[config.mk]
export PLATFORM = sky130hd
export DESIGN_NAME = mem_arbiter
export DESIGN_NICKNAME = d
export VERILOG_FILES = /design/src/rtl/mem_arbiter_pkg.sv /design/src/rtl/mem_arb_pick.sv /design/src/rtl/mem_arbiter.sv
export SDC_FILE = /design/constraint.sdc
export NUM_CORES = 1
export LEC_CHECK = 0
export CORE_UTILIZATION = 43
export DETAILED_ROUTE_END_ITERATION = 7
export PLACE_DENSITY = 0.81
export REMOVE_ABC_BUFFERS = 1
export SLEW_MARGIN = 20
export SYNTH_ARGS = -nofsm -noshare
export SYNTH_HDL_FRONTEND = slang
export SYNTH_SLANG_ARGS = --single-unit
[constraint.sdc]
create_clock -name clk -period 1.99 [get_ports clk]
set_input_delay 0.398 -clock clk [delete_from_list [all_inputs] [get_ports clk]]
set_output_delay 0.398 -clock clk [all_outputs]
set_load 0.01 [all_outputs]
[src/rtl/mem_arbiter_pkg.sv]
// Shared CPU constants: memory arbiter state encoding and default widths.
// Latency: n/a (types and constants only).
// Backpressure: n/a.
package mem_arbiter_pkg;

  // Default geometry of the single-port instruction/data RAM.
  localparam int unsigned MEM_ADDR_W        = 16;
  localparam int unsigned MEM_DATA_W        = 16;
  // Load/store grants allowed back to back while a fetch is kept waiting.
  localparam int unsigned MEM_MAX_LS_STREAK = 2;

  // Arbiter FSM encoding; external debug views rely on these exact codes.
  typedef enum logic [1:0] {
    IDLE  = 2'b00,
    ISSUE = 2'b01,
    RESP  = 2'b10
  } arb_state_e;

  // Counter width able to hold 0..max_streak inclusive (never zero bits).
  function automatic int unsigned streak_width(input int unsigned max_streak);
    return $clog2(max_streak + 2);
  endfunction

endpackage : mem_arbiter_pkg

[src/rtl/mem_arb_pick.sv]
// Winner selection between fetch and load/store, plus the fetch-starvation streak counter.
// Latency: winner is combinational from the requests; streak updates on the granting edge.
// Backpressure: only picks while arb_en_i is high; losing requester simply stays pending.
module mem_arb_pick
  import mem_arbiter_pkg::*;
#(
  parameter int unsigned MAX_LS_STREAK = MEM_MAX_LS_STREAK
) (
  input  logic clk,
  input  logic rst,
  input  logic arb_en_i,
  input  logic if_req_i,
  input  logic ls_req_i,
  output logic win_vld_o,
  output logic win_ls_o
);

  localparam int unsigned SW = streak_width(MAX_LS_STREAK);

  logic [SW-1:0] streak_q;
  logic [SW-1:0] streak_d;
  logic          streak_full;

  // Load/store normally wins; fetch wins once it has been passed over MAX_LS_STREAK times.
  always_comb begin
    streak_full = (streak_q == SW'(MAX_LS_STREAK));
    win_vld_o   = arb_en_i && (if_req_i || ls_req_i);
    win_ls_o    = ls_req_i && !(if_req_i && streak_full);
    streak_d    = streak_q;
    if (win_vld_o) begin
      // Only an ls grant that actually overtook a waiting fetch extends the streak.
      if (win_ls_o && if_req_i) begin
        streak_d = streak_q + SW'(1);
      end else begin
        streak_d = '0;
      end
    end
  end

  // Streak register, cleared by reset.
  always_ff @(posedge clk or negedge rst) begin
    if (!rst) begin
      streak_q <= '0;
    end else begin
      streak_q <= streak_d;
    end
  end

endmodule : mem_arb_pick

[src/rtl/mem_arbiter.sv]
// Arbitrates instruction fetch and load/store onto one single-port synchronous RAM.
// Latency: req seen in IDLE/RESP -> gnt next cycle; read data valid the cycle after gnt; store valid with gnt.
// Backpressure: requesters hold req until gnt; loser waits, fetch forced through after MAX_LS_STREAK ls wins.
module mem_arbiter
  import mem_arbiter_pkg::*;
#(
  parameter int unsigned ADDR_W        = MEM_ADDR_W,
  parameter int unsigned DATA_W        = MEM_DATA_W,
  parameter int unsigned MAX_LS_STREAK = MEM_MAX_LS_STREAK
) (
  input  logic              clk,
  input  logic              rst,
  // Instruction fetch port
  input  logic              if_req,
  input  logic [ADDR_W-1:0] if_addr,
  output logic              if_gnt,
  output logic              if_valid,
  output logic [DATA_W-1:0] if_rdata,
  // Load/store port
  input  logic              ls_req,
  input  logic              ls_we,
  input  logic [ADDR_W-1:0] ls_addr,
  input  logic [DATA_W-1:0] ls_wdata,
  output logic              ls_gnt,
  output logic              ls_valid,
  output logic [DATA_W-1:0] ls_rdata,
  // RAM port
  output logic [ADDR_W-1:0] mem_addr,
  output logic [DATA_W-1:0] mem_wdata,
  output logic              mem_we,
  input  logic [DATA_W-1:0] mem_rdata,
  output logic              busy
);

  arb_state_e        state_q, state_d;
  logic              win_ls_q, win_ls_d;     // 1: current access belongs to load/store
  logic              store_q, store_d;       // current access is a store
  logic [ADDR_W-1:0] mem_addr_q, mem_addr_d;
  logic [DATA_W-1:0] mem_wdata_q, mem_wdata_d;
  logic [DATA_W-1:0] if_rdata_q, if_rdata_d;
  logic [DATA_W-1:0] ls_rdata_q, ls_rdata_d;

  logic arb_en;
  logic win_vld;
  logic win_ls;

  // Arbitration slots are IDLE and RESP; RESP->ISSUE gives back-to-back reads every 2 cycles.
  assign arb_en = (state_q == IDLE) || (state_q == RESP);

  mem_arb_pick #(
    .MAX_LS_STREAK(MAX_LS_STREAK)
  ) u_pick (
    .clk      (clk),
    .rst      (rst),
    .arb_en_i (arb_en),
    .if_req_i (if_req),
    .ls_req_i (ls_req),
    .win_vld_o(win_vld),
    .win_ls_o (win_ls)
  );

  // Next state, access latching on a win, and read-data capture in RESP.
  always_comb begin
    state_d     = state_q;
    win_ls_d    = win_ls_q;
    store_d     = store_q;
    mem_addr_d  = mem_addr_q;
    mem_wdata_d = mem_wdata_q;
    if_rdata_d  = if_rdata_q;
    ls_rdata_d  = ls_rdata_q;

    case (state_q)
      IDLE, RESP: begin
        if (state_q == RESP) begin
          if (win_ls_q) begin
            ls_rdata_d = mem_rdata;
          end else begin
            if_rdata_d = mem_rdata;
          end
        end
        if (win_vld) begin
          state_d  = ISSUE;
          win_ls_d = win_ls;
          store_d  = win_ls && ls_we;
          if (win_ls) begin
            mem_addr_d  = ls_addr;
            mem_wdata_d = ls_wdata;
          end else begin
            mem_addr_d  = if_addr;
          end
        end else begin
          state_d = IDLE;
        end
      end
      ISSUE: begin
        // A store completes in its issue cycle; reads wait one cycle for RAM data.
        state_d = store_q ? IDLE : RESP;
      end
      default: begin
        state_d = IDLE;
      end
    endcase
  end

  // Port-facing strobes are decoded from the registered state so they cannot glitch on inputs.
  always_comb begin
    busy     = (state_q != IDLE);
    if_gnt   = (state_q == ISSUE) && !win_ls_q;
    ls_gnt   = (state_q == ISSUE) &&  win_ls_q;
    mem_we   = (state_q == ISSUE) &&  win_ls_q && store_q;
    if_valid = (state_q == RESP)  && !win_ls_q;
    ls_valid = ((state_q == ISSUE) && win_ls_q && store_q) ||
               ((state_q == RESP)  && win_ls_q);
    if_rdata = if_valid                      ? mem_rdata : if_rdata_q;
    ls_rdata = ((state_q == RESP) && win_ls_q) ? mem_rdata : ls_rdata_q;
  end

  assign mem_addr  = mem_addr_q;
  assign mem_wdata = mem_wdata_q;

  // State and datapath registers; reset drops any in-flight access without a valid.
  always_ff @(posedge clk or negedge rst) begin
    if (!rst) begin
      state_q     <= IDLE;
      win_ls_q    <= 1'b0;
      store_q     <= 1'b0;
      mem_addr_q  <= '0;
      mem_wdata_q <= '0;
      if_rdata_q  <= '0;
      ls_rdata_q  <= '0;
    end else begin
      state_q     <= state_d;
      win_ls_q    <= win_ls_d;
      store_q     <= store_d;
      mem_addr_q  <= mem_addr_d;
      mem_wdata_q <= mem_wdata_d;
      if_rdata_q  <= if_rdata_d;
      ls_rdata_q  <= ls_rdata_d;
    end
  end

endmodule : mem_arbiter

== Yosys cells after proc, flatten, opt, wreduce, memory -nomap -nowiden ==
Index checks and enable logic that the tools add are counted.

* Add/sub/neg operators: 1
* Equality and inequality tests: 3
* Mux-type cells: 7
* Bitwise gates (word level): 1
* Reduce and logical (&&, ||, !) cells: 22

{| class="wikitable"
|+ Operator list
! operator !! count
|-
| $mux 16 || 3
|-
| $logic_and 1x1->1 || 10
|-
| $reduce_and 3->1 || 3
|-
| $eq 2x2->1 const B || 2
|-
| $mux 2 || 2
|-
| $pmux 2 s2 || 1
|-
| $logic_or 1x1->1 || 3
|-
| $add 2x1->2 const B || 1
|-
| $eq 2x1->1 const B || 1
|-
| $logic_not 1->1 || 2
|-
| $logic_not 2->1 || 1
|-
| $reduce_and 2->1 || 1
|-
| $reduce_bool 2->1 || 1
|-
| $reduce_or 2->1 || 1
|-
| $mux 1 || 1
|-
| $not 1->1 || 1
|}

* Flip-flop bits (word level): 70
* Bits of input ports: 69
* Output and inout bits: 70
* Logic and storage cells: 42

== Longest topological paths before layout ==
Gate-level depths: netlist (run 1).

* Depth in word-level cells: 6
* Depth in mapped cells: 7
* Depth with buffers taken out: 5

== Hierarchy ==
A second synthesis (run 1) with hierarchy kept.

* Cell total of the unflattened synthesis: 221
* Area, all modules: 3313.2 um2

{| class="wikitable"
|+ By module, submodules not included
! module !! instances !! cells each !! area each (um2) !! seq. area each (um2)
|-
| mem_arbiter || 1 || 211 || 3195.6 || 1701.6
|-
| mem_arb_pick || 1 || 10 || 117.6 || 50.0
|}

== Worst setup path after synthesis (run 1) ==
Ideal clock, no wire load.

* Path type: register to output
* Start: register state_q[0]
* End: output if_rdata[10]
* Arrival: 1.358 ns
* Required time: 1.592 ns
* Path slack: 0.234 ns
* Cell stages (with the launch flop): 4
* Path buffers: 1
* Path through: dfrtp_1 -> nor3b_4 -> buf_6 -> mux2_2

* Cells in the longest elaborated chain, start to end: 3

{| class="wikitable"
|+ RTL lines
! element !! RTL line !! source
|-
| start, declared || mem_arbiter.sv:35 || <nowiki>arb_state_e state_q, state_d;</nowiki>
|-
| start signal, assigned || mem_arbiter.sv:132 || <nowiki>state_q <= state_d;</nowiki>
|-
| $eq 2x2->1 || mem_arbiter.sv:111 || <nowiki>if_valid = (state_q == RESP) && !win_ls_q;</nowiki>
|-
| $logic_and 1x1->1 || mem_arbiter.sv:111 ||
|-
| net if_valid || mem_arbiter.sv:17 || <nowiki>output logic if_valid,</nowiki>
|-
| $mux 16 || mem_arbiter.sv:114 || <nowiki>if_rdata = if_valid ? mem_rdata : if_rdata_q;</nowiki>
|-
| end, declared || mem_arbiter.sv:18 || <nowiki>output logic [DATA_W-1:0] if_rdata,</nowiki>
|}

The timed path passes the listed nets, and every way through them passes these cells.

== Worst setup path in the final report (run 1) ==
* Start: register state_q[0]
* End: output ls_rdata[6]

* Cells in the longest elaborated chain, start to end: 3

{| class="wikitable"
|+ RTL lines
! element !! RTL line !! source
|-
| $eq 2x2->1 || mem_arbiter.sv:115 || <nowiki>ls_rdata = ((state_q == RESP) && win_ls_q) ? mem_rdata : ls_rdata_q;</nowiki>
|-
| $logic_and 1x1->1 || mem_arbiter.sv:115 ||
|-
| $mux 16 || mem_arbiter.sv:115 ||
|-
| end, declared || mem_arbiter.sv:26 || <nowiki>output logic [DATA_W-1:0] ls_rdata,</nowiki>
|}

No other way between the ends.

==> results of run 1 <==
[repair_timing]
item	CTS	global route
gates cloned	2	0
endpoints found under the setup margin	38	35
pin swaps	1	1
setup buffers	16	3
gates resized for setup	213	7
hold buffers	0	0
[cell type report]
type	count	area (µm²)
clock inverter	5	106
fill	470	1740
clock buffer	10	138
inverter	4	15.0
tap	99	124
multi-input combinational	164	1530
timing repair buffer	191	1930
sequential	70	1750
[routing by layer]
metal / share of wire, % / vias to the layer above / track usage, %
met1: 41 / 1300 / 27.6
met5: 0 / - / 0
met3: 4.6 / 9 / 5.03
met2: 54 / 83 / 42.6
li1: - / 1259 / -
met4: 1.1 / 0 / 7.79
[critical path: cells and delay by family (launching register included)]
| kind | cells | cell delay, ps |
|---|---|---|
| buf+inv | 4 | 530 |
| flops | 1 | 450 |
| mux | 1 | 290 |
| simple gates | 1 | 180 |
[state kept, by name (all words and copies together) (netlist names)]
name             flops
if_rdata_q          16
ls_rdata_q          16
mem_addr            16
mem_wdata           16
state_q              2
u_pick.streak_q      2
store_q              1
win_ls_q             1
[placed cells by master, fill, tap and decap left out, types with 2 or more instances in the layout]
cell and n:
sky130_fd_sc_hd__mux2_4 44, sky130_fd_sc_hd__inv_1 3, sky130_fd_sc_hd__a21oi_1 32, sky130_fd_sc_hd__nand2_1 17, sky130_fd_sc_hd__dfrtp_1 69, sky130_fd_sc_hd__buf_12 6, sky130_fd_sc_hd__nor2_1 19, sky130_fd_sc_hd__buf_8 2
sky130_fd_sc_hd__clkdlybuf4s50_1 99, sky130_fd_sc_hd__bufinv_16 3, sky130_fd_sc_hd__buf_2 2, sky130_fd_sc_hd__clkbuf_8 10, sky130_fd_sc_hd__buf_4 37, sky130_fd_sc_hd__clkdlybuf4s15_1 3, sky130_fd_sc_hd__buf_6 41, sky130_fd_sc_hd__mux2_2 35
[power by group]
| group | total (µW) | switching [µW] | internal (µW) |
|---|---|---|---|
| combinational | 3060 | 1060 | 1990 |
| clock | 1410 | 547 | 864 |
| sequential | 2210 | 295 | 1920 |
[stage by stage]
step                util, %  worst slack (ps)  std cells
floorplan                 -              -310        238
global placement       68.2             -80.8        510
detailed placement     68.2              -130        510
CTS                    76.6              -226        543
global route           76.3              -265        543
finish                 76.3              -216        543
[cell families (layout without fill, tap and decap cells)]
logic type / Yosys count / in the layout / share of synthesized area, %
AND/OR/NAND/NOR: 44 / 44 / 6.51
AO/OA/AOI/OAI: 39 / 39 / 6.89
multiplexers: 80 / 80 / 29.1
flip-flops: 70 / 70 / 53.0
buffers and inverters: 18 / 210 / 4.20
adder cells (fa/ha/maj): 1 / 1 / 0.378
[worst max-delay path by stage]
stage                from           end  slack (ps)  depth (start not counted)
2_1_floorplan  state_q[0]   if_rdata[0]        -310                          2
3_3_place_gp   state_q[0]  if_rdata[12]         -80                          4
3_5_place_dp   state_q[0]   if_rdata[0]        -130                          4
4_1_cts        state_q[0]   ls_rdata[1]        -230                          6
5_1_grt        state_q[0]  ls_rdata[12]        -260                          6
6_report       state_q[0]   ls_rdata[6]        -220                          6
==> out/qor_table.md, run 1 <==
| Step | Quantity | Reported |
|:---|:---|:---|
| critical path | Crit Path Class | reg2out |
| critical path | WP data required | 1590 ps |
| placed design | Count of buffers from port buffering | 138 |
| placed design | Post-placement cell area | 5000 µm² |
| route | Vias per inst | 4.88 |
| cts | Clock slew at reported path FFs | 80 ps |
| critical path | Reg2reg start | state_q[0] |
| sta | Worst max-slew margin expressed relative to the limit | 75.1% |
| sta | Final WS setup | -216 ps |
| power and ir drop | Cell area power density | 1190 nW/µm² |
| job | Max-cap violation count | 0 |
| yosys | Cell with the most instances after synthesis | sky130_fd_sc_hd__dfrtp_1 |
| yosys | Leading cell types by total area after synthesis | sky130_fd_sc_hd__dfrtp_1 53%, sky130_fd_sc_hd__mux2_2 21%, sky130_fd_sc_hd__mux2_4 7.3% |
| finish | Layout overhead on the synthesized area | 69.1% |
| yosys | Post-synthesis async set-or-reset flop share | 100% |
| critical path | Worst EP arrival | 1810 ps |
| yosys | Post-synth top flop | sky130_fd_sc_hd__dfrtp_1 |
| status | Run status | finished, violations left |
| route | Number of antenna-violating nets in the routed design | 0 |
| critical path | Worst reg2reg endpoint | if_rdata_q[2] |
| floorplan | Overall die height | 89.7 µm |
| cts | Cts bufs inserted | 9 |
| route | DRC violation count after routing | 0 |
| yosys | Total standard cell area after synthesis | 3310 µm² |
| yosys | Cell count after synthesis | 252 |
| global routing | Via count of the first global-routing pass | 2715 |
| hold path | Worst hold-check path type | in2async |
| status | Violated checks | negative setup slack |
| yosys | Number of flip-flops and latches in the synthesized netlist | 70 |
| power and ir drop | Peak supply drop | 542 µV |
| critical path | Kind of end point of the critical path | output pin |
| route | Starting DRT DRC Count | 72 |
| finish | Fraction of final layout cells with drive strength greater than 1 | 43.2% |
| yosys | Post-synthesis area per instance | 13.1 µm² |
| power and ir drop | Static Leak | 0.00257 µW |
| critical path | Critical path launch point type | flip-flop |
| critical path | Worst-path fanout max | 6 |
| cts | CTS tree | yes |
| sta | Final hold violations | 0 |
| global routing | GRT Overall Usage | 23.5% |
| sta | Setup TNS | -4780 ps |
| sta | Min cycle time layout | 2210 ps |
| yosys | Area share of the largest cell type after synthesis | 53.0% |
| route | Total iterations of the first detailed-routing run | 4 |
| sta | Setup skew after layout | 5.82 ps |
| yosys | Number of distinct library cell variants in the gate-level netlist after synthesis | 28 |
| route | Wirelength, routed | 9.12 mm |
| floorplan | Total die area | 8050 µm² |
| sta | Worst Hold Margin | 46.5 ps |
| floorplan | Standard-cell rows | 31 |
| critical path | CP max-delay cell | sky130_fd_sc_hd__dfrtp_2 |
| placed design | Weighted congestion reported at the end of routability-driven placement | 0.753 |
| sta | Worst-Margin Slew | 374 ps |
| critical path | Peak per-stage delay on the critical path | 450 ps |
| yosys | Portion of the post-synthesis area used by sequential elements | 53.0% |
| critical path | FF-to-FF path depth | 6 |
| cts | Buffer type at the clock tree root | sky130_fd_sc_hd__clkbuf_8 |
| sta | Final Setup Violations | 32 |
| global routing | Pin count of the biggest net entering global routing | 71 |
| cts | H-tree lvl count | 3 |
| critical path | Cell-by-cell trace of the critical path | buf_6, nand3b_4, buf_12, buf_12, mux2_4, buf_6 |
| floorplan | Core area | 7330 µm² |
| placed design | Post-DP HPWL | 5.61 mm |
| sta | Number of slew-limit violations in the final report | 0 |
| finish | Final instance area | 5590 µm² |
| global routing | Antenna violations before repair | 0 |
| route | Vias post-DR | 2651 |
| global routing | Wire length of the first global-routing pass | 13.8 mm |
| finish | Number of antenna repair diodes | 0 |
| sta | Max Clock Freq | 0.453 GHz |
| cts | Latest clock arrival within the worst-skew pair | 340 ps |
| cts | Sinks on Clock Net | 70 |
| yosys | Count of flip-flops with a built-in enable after synthesis | 0 |
| floorplan | DIE WIDTH | 89.7 µm |
| floorplan | Count of pins on the block boundary | 139 |
| finish | Post-layout nets | 510 |
| power and ir drop | Power Total | 6680 µW |
| cts | CTS max path bufs | 2 |
| sta | Setup repair after global routing missed its margin | true |
| route | WL/cell | 16.8 µm |
| floorplan | Initial Util | 45.1% |
| yosys | Number of warning messages in the yosys log | 0 |
| yosys | Cell accounting for the most synthesized area | sky130_fd_sc_hd__dfrtp_1 |
| yosys | Ranking of synthesized cells by instance count | 70 x sky130_fd_sc_hd__dfrtp_1, 61 x sky130_fd_sc_hd__mux2_2, 32 x sky130_fd_sc_hd__a21oi_1 |
| sta | Share of the cycle needed by the critical path after routing | 111% |
| critical path | Setup slack of the worst register-to-register path | 250 ps |
| global routing | Gr ovfl total | 0 |
Power figures use the tool's default switching activity.
==> inputs of run 2 (changes only) <==
--- a/config.mk
+++ b/config.mk
@@ -5,9 +5,10 @@
 export SDC_FILE = /design/constraint.sdc
 export NUM_CORES = 1
 export LEC_CHECK = 0
-export CORE_UTILIZATION = 43
+export CAP_MARGIN = 0
+export CORE_UTILIZATION = 25
 export DETAILED_ROUTE_END_ITERATION = 7
-export PLACE_DENSITY = 0.81
+export PLACE_DENSITY = 0.52
 export REMOVE_ABC_BUFFERS = 1
 export SLEW_MARGIN = 20
 export SYNTH_ARGS = -nofsm -noshare
==> out/qor_table.md, run 2 (synthesized netlist as in run 1, its figures left out) <==
| Step | Quantity | Reported | vs previous |
|:---|:---|:---|:---|
| critical path | Critical path launch point type | flip-flop | unchanged |
| power and ir drop | Clock share of power | 21.6% | was 21.1% |
| placed design | Post-DP HPWL | 5.90 mm | was 5.61 mm |
| floorplan | Initial Util | 25.9% | was 45.1% |
| critical path | Crit Path Class | reg2out | unchanged |
| status | Run status | finished, violations left | unchanged |
| power and ir drop | Static Leak | 0.00262 µW | was 0.00257 µW |
| critical path | Kind of end point of the critical path | output pin | unchanged |
| cts | CTS tree | yes | unchanged |
| route | Starting DRT DRC Count | 77 | was 72 |
| cts | Clock slew at reported path FFs | 50 ps | was 80 ps |
| route | WL/cell | 14.6 µm | was 16.8 µm |
| route | DRC violation count after routing | 0 | unchanged |
| global routing | Gr ovfl total | 0 | unchanged |
| floorplan | Standard-cell rows | 41 | was 31 |
| route | Vias per inst | 4.25 | was 4.88 |
| sta | Setup skew after layout | 5.13 ps | was 5.82 ps |
| floorplan | Total die area | 13700 µm² | was 8050 µm² |
| sta | Number of slew-limit violations in the final report | 0 | unchanged |
| power and ir drop | Relative contribution of combinational cells to total power | 45.6% | was 45.8% |
| cts | H-tree lvl count | 3 | unchanged |
| cts | Sinks on Clock Net | 70 | unchanged |
| global routing | Pin count of the biggest net entering global routing | 39 | was 71 |
| route | Wirelength, routed | 9.04 mm | was 9.12 mm |
| critical path | Peak per-stage delay on the critical path | 420 ps | was 450 ps |
| sta | Final WS setup | -169 ps | was -216 ps |
| finish | Filler cell count in the final layout | 1189 | was 470 |
| placed design | Weighted congestion reported at the end of routability-driven placement | 0.744 | was 0.753 |
| power and ir drop | Part of the power in registers | 32.7% | was 33.1% |
| critical path | WP data required | 1590 ps | about the same |
| floorplan | Count of pins on the block boundary | 139 | unchanged |
| power and ir drop | Design internal power | 4820 µW | was 4770 µW |
| status | Violated checks | negative setup slack | unchanged |
| cts | Latest clock arrival within the worst-skew pair | 330 ps | was 340 ps |
| global routing | Via count of the first global-routing pass | 2790 | was 2715 |
| finish | Post-Layout Cell Count | 619 | was 543 |
| critical path | Cell occurring most often along the worst timing path | sky130_fd_sc_hd__buf_6 |  |
| placed design | Number of placed instances, taps included | 581 | was 510 |
| finish | Fraction of final layout cells with drive strength greater than 1 | 43.2% | about the same |
| global routing | Antenna violations before repair | 0 | unchanged |
| cts | Cts bufs inserted | 9 | unchanged |
| finish | Post-layout nets | 512 | was 510 |
| critical path | Largest delay contributor family on the critical path | buffers and inverters | unchanged |
| cts | CTS max path bufs | 2 | unchanged |
| sta | Setup repair after global routing missed its margin | true | unchanged |
| critical path | Cell-by-cell trace of the critical path | nor3b_4, buf_6, buf_12, buf_6, mux2_4, buf_6 | was buf_6, nand3b_4, buf_12, buf_12, mux2_4, buf_6 |
| route | Vias post-DR | 2632 | was 2651 |
| finish | Layout overhead on the synthesized area | 73.9% | was 69.1% |
| cts | Hold bufs inserted after CTS | 0 | unchanged |
| global routing | Wire length of the first global-routing pass | 14.4 mm | was 13.8 mm |
| power and ir drop | Cell area power density | 1160 nW/µm² | was 1190 nW/µm² |
| finish | Final core utilization | 45.0% | was 76.3% |
| critical path | Worst-path fanout max | 5 | was 6 |
| sta | Min cycle time layout | 2160 ps | was 2210 ps |
| power and ir drop | Switching component of the power | 1860 µW | was 1910 µW |
| route | Number of antenna-violating nets in the routed design | 0 | unchanged |
| critical path | CP max-delay cell | sky130_fd_sc_hd__dfrtp_1 | was sky130_fd_sc_hd__dfrtp_2 |
| placed design | Count of buffers from port buffering | 138 | unchanged |
| power and ir drop | Switching fraction of total power | 27.9% | was 28.6% |
| sta | Max Clock Freq | 0.463 GHz | was 0.453 GHz |
| critical path | Critical path buffers and inverters | 4 | unchanged |
| route | Total iterations of the first detailed-routing run | 4 | unchanged |
| finish | Most common cell after layout, fill and taps aside | sky130_fd_sc_hd__clkdlybuf4s50_1 | unchanged |
| power and ir drop | Peak supply drop | 353 µV | was 542 µV |
| sta | Final hold violations | 0 | unchanged |
| job | Max-cap violation count | 0 | unchanged |
| finish | Area of the multi-input gates | 1540 µm² | was 1530 µm² |
| critical path | Worst EP arrival | 1760 ps | was 1810 ps |
| sta | Final Setup Violations | 32 | unchanged |
| floorplan | DIE WIDTH | 117 µm | was 89.7 µm |
| floorplan | Overall die height | 117 µm | was 89.7 µm |
| sta | Worst max-slew margin expressed relative to the limit | 69.4% | was 75.1% |
| sta | Share of the cycle needed by the critical path after routing | 108% | was 111% |
| floorplan | Core area | 12800 µm² | was 7330 µm² |
| global routing | GRT Overall Usage | 14.4% | was 23.5% |
| sta | Worst-Margin Slew | 459 ps | was 374 ps |
| hold path | Worst hold-check path type | in2async | unchanged |
| sta | Setup TNS | -2010 ps | was -4780 ps |
| finish | Total area of sequential cells | 1750 µm² | about the same |
| sta | Worst Hold Margin | 12.1 ps | was 46.5 ps |
| finish | Most frequent cells in the layout | 99 x sky130_fd_sc_hd__clkdlybuf4s50_1, 70 x sky130_fd_sc_hd__dfrtp_1, 47 x sky130_fd_sc_hd__mux2_4 | was 99 x sky130_fd_sc_hd__clkdlybuf4s50_1, 69 x sky130_fd_sc_hd__dfrtp_1, 44 x sky130_fd_sc_hd__mux2_4 |
| cts | Buffer type at the clock tree root | sky130_fd_sc_hd__clkbuf_16 | was sky130_fd_sc_hd__clkbuf_8 |
| finish | Number of antenna repair diodes | 0 | unchanged |
==> run 2: final timing paths <==
check / from / end / slack (ps) / cells past startpoint
setup reg to reg: state_q[0] / if_rdata_q[12] / 220 / 7
min in group clk: store_q / state_q[1] / 490 / 1
hold / removal: rst / if_rdata_q[14] / 10 / 1
setup / recovery: state_q[0] / if_rdata[5] / -170 / 6
hold reg to reg: store_q / state_q[1] / 490 / 1
max in group asynchronous: rst / mem_wdata[12] / 1420 / 2
==> run 2: worst register-to-register path: stages, from the launching register on <==
cell	delay (ps)
sky130_fd_sc_hd__dfrtp_1	420
sky130_fd_sc_hd__nor3b_4	230
sky130_fd_sc_hd__buf_4	140
sky130_fd_sc_hd__buf_6	120
sky130_fd_sc_hd__buf_4	110
sky130_fd_sc_hd__buf_4	150
sky130_fd_sc_hd__buf_4	160
sky130_fd_sc_hd__mux2_2	330
==> run 2: power by group through the flow <==
stage | clock network (µW) | logic, µW | registers, µW
after floorplan | 0 | 1170 | 2200
after global placement | 0 | 2620 | 2190
after detailed placement | 0 | 2650 | 2190
after CTS | 1520 | 3040 | 2190
after global routing | 1580 | 3290 | 2250
final | 1450 | 3050 | 2190
==> run 2: per-stage QoR <==
step	cell area [µm²]	worst slack, ps	power, µW
floorplan	3180	-310	3370
finish	5750	-169	6680
global placement	5090	-128	4810
detailed placement	5090	-126	4830
CTS	5770	-219	6750
global route	5750	-241	7120
==> run 2: layout make-up <==
| type | instances | share of cell area (%) |
|---|---|---|
| sequential | 70 | 30.5 |
| inverter | 4 | 0.261 |
| clock inverter | 1 | 0.0870 |
| timing repair buffer | 193 | 34.1 |
| multi-input combinational | 164 | 26.8 |
| tap | 172 | 3.74 |
| clock buffer | 15 | 4.48 |
==> run 2: repair_timing <==
action,CTS,global route
resized for setup,214,18
cloned,4,0
buffers inserted,18,5
pin swaps,2,1
setup endpoints to repair,38,35
==> run 2: routing by layer <==
metal	global-route usage [%]	routed length [µm]
met5	0	0
met3	4.02	561
met4	6.84	171
met2	24.5	4510
met1	16.7	3800
==> inputs of run 3 (changes only) <==
--- a/config.mk
+++ b/config.mk
@@ -5,6 +5,7 @@
 export SDC_FILE = /design/constraint.sdc
 export NUM_CORES = 1
 export LEC_CHECK = 0
+export ABC_CLOCK_PERIOD_IN_PS = 1990
 export CAP_MARGIN = 0
 export CORE_UTILIZATION = 25
 export DETAILED_ROUTE_END_ITERATION = 7
==> results of run 3 <==
Same layout as run 2: the final DEF is identical, and so are final timing and power.
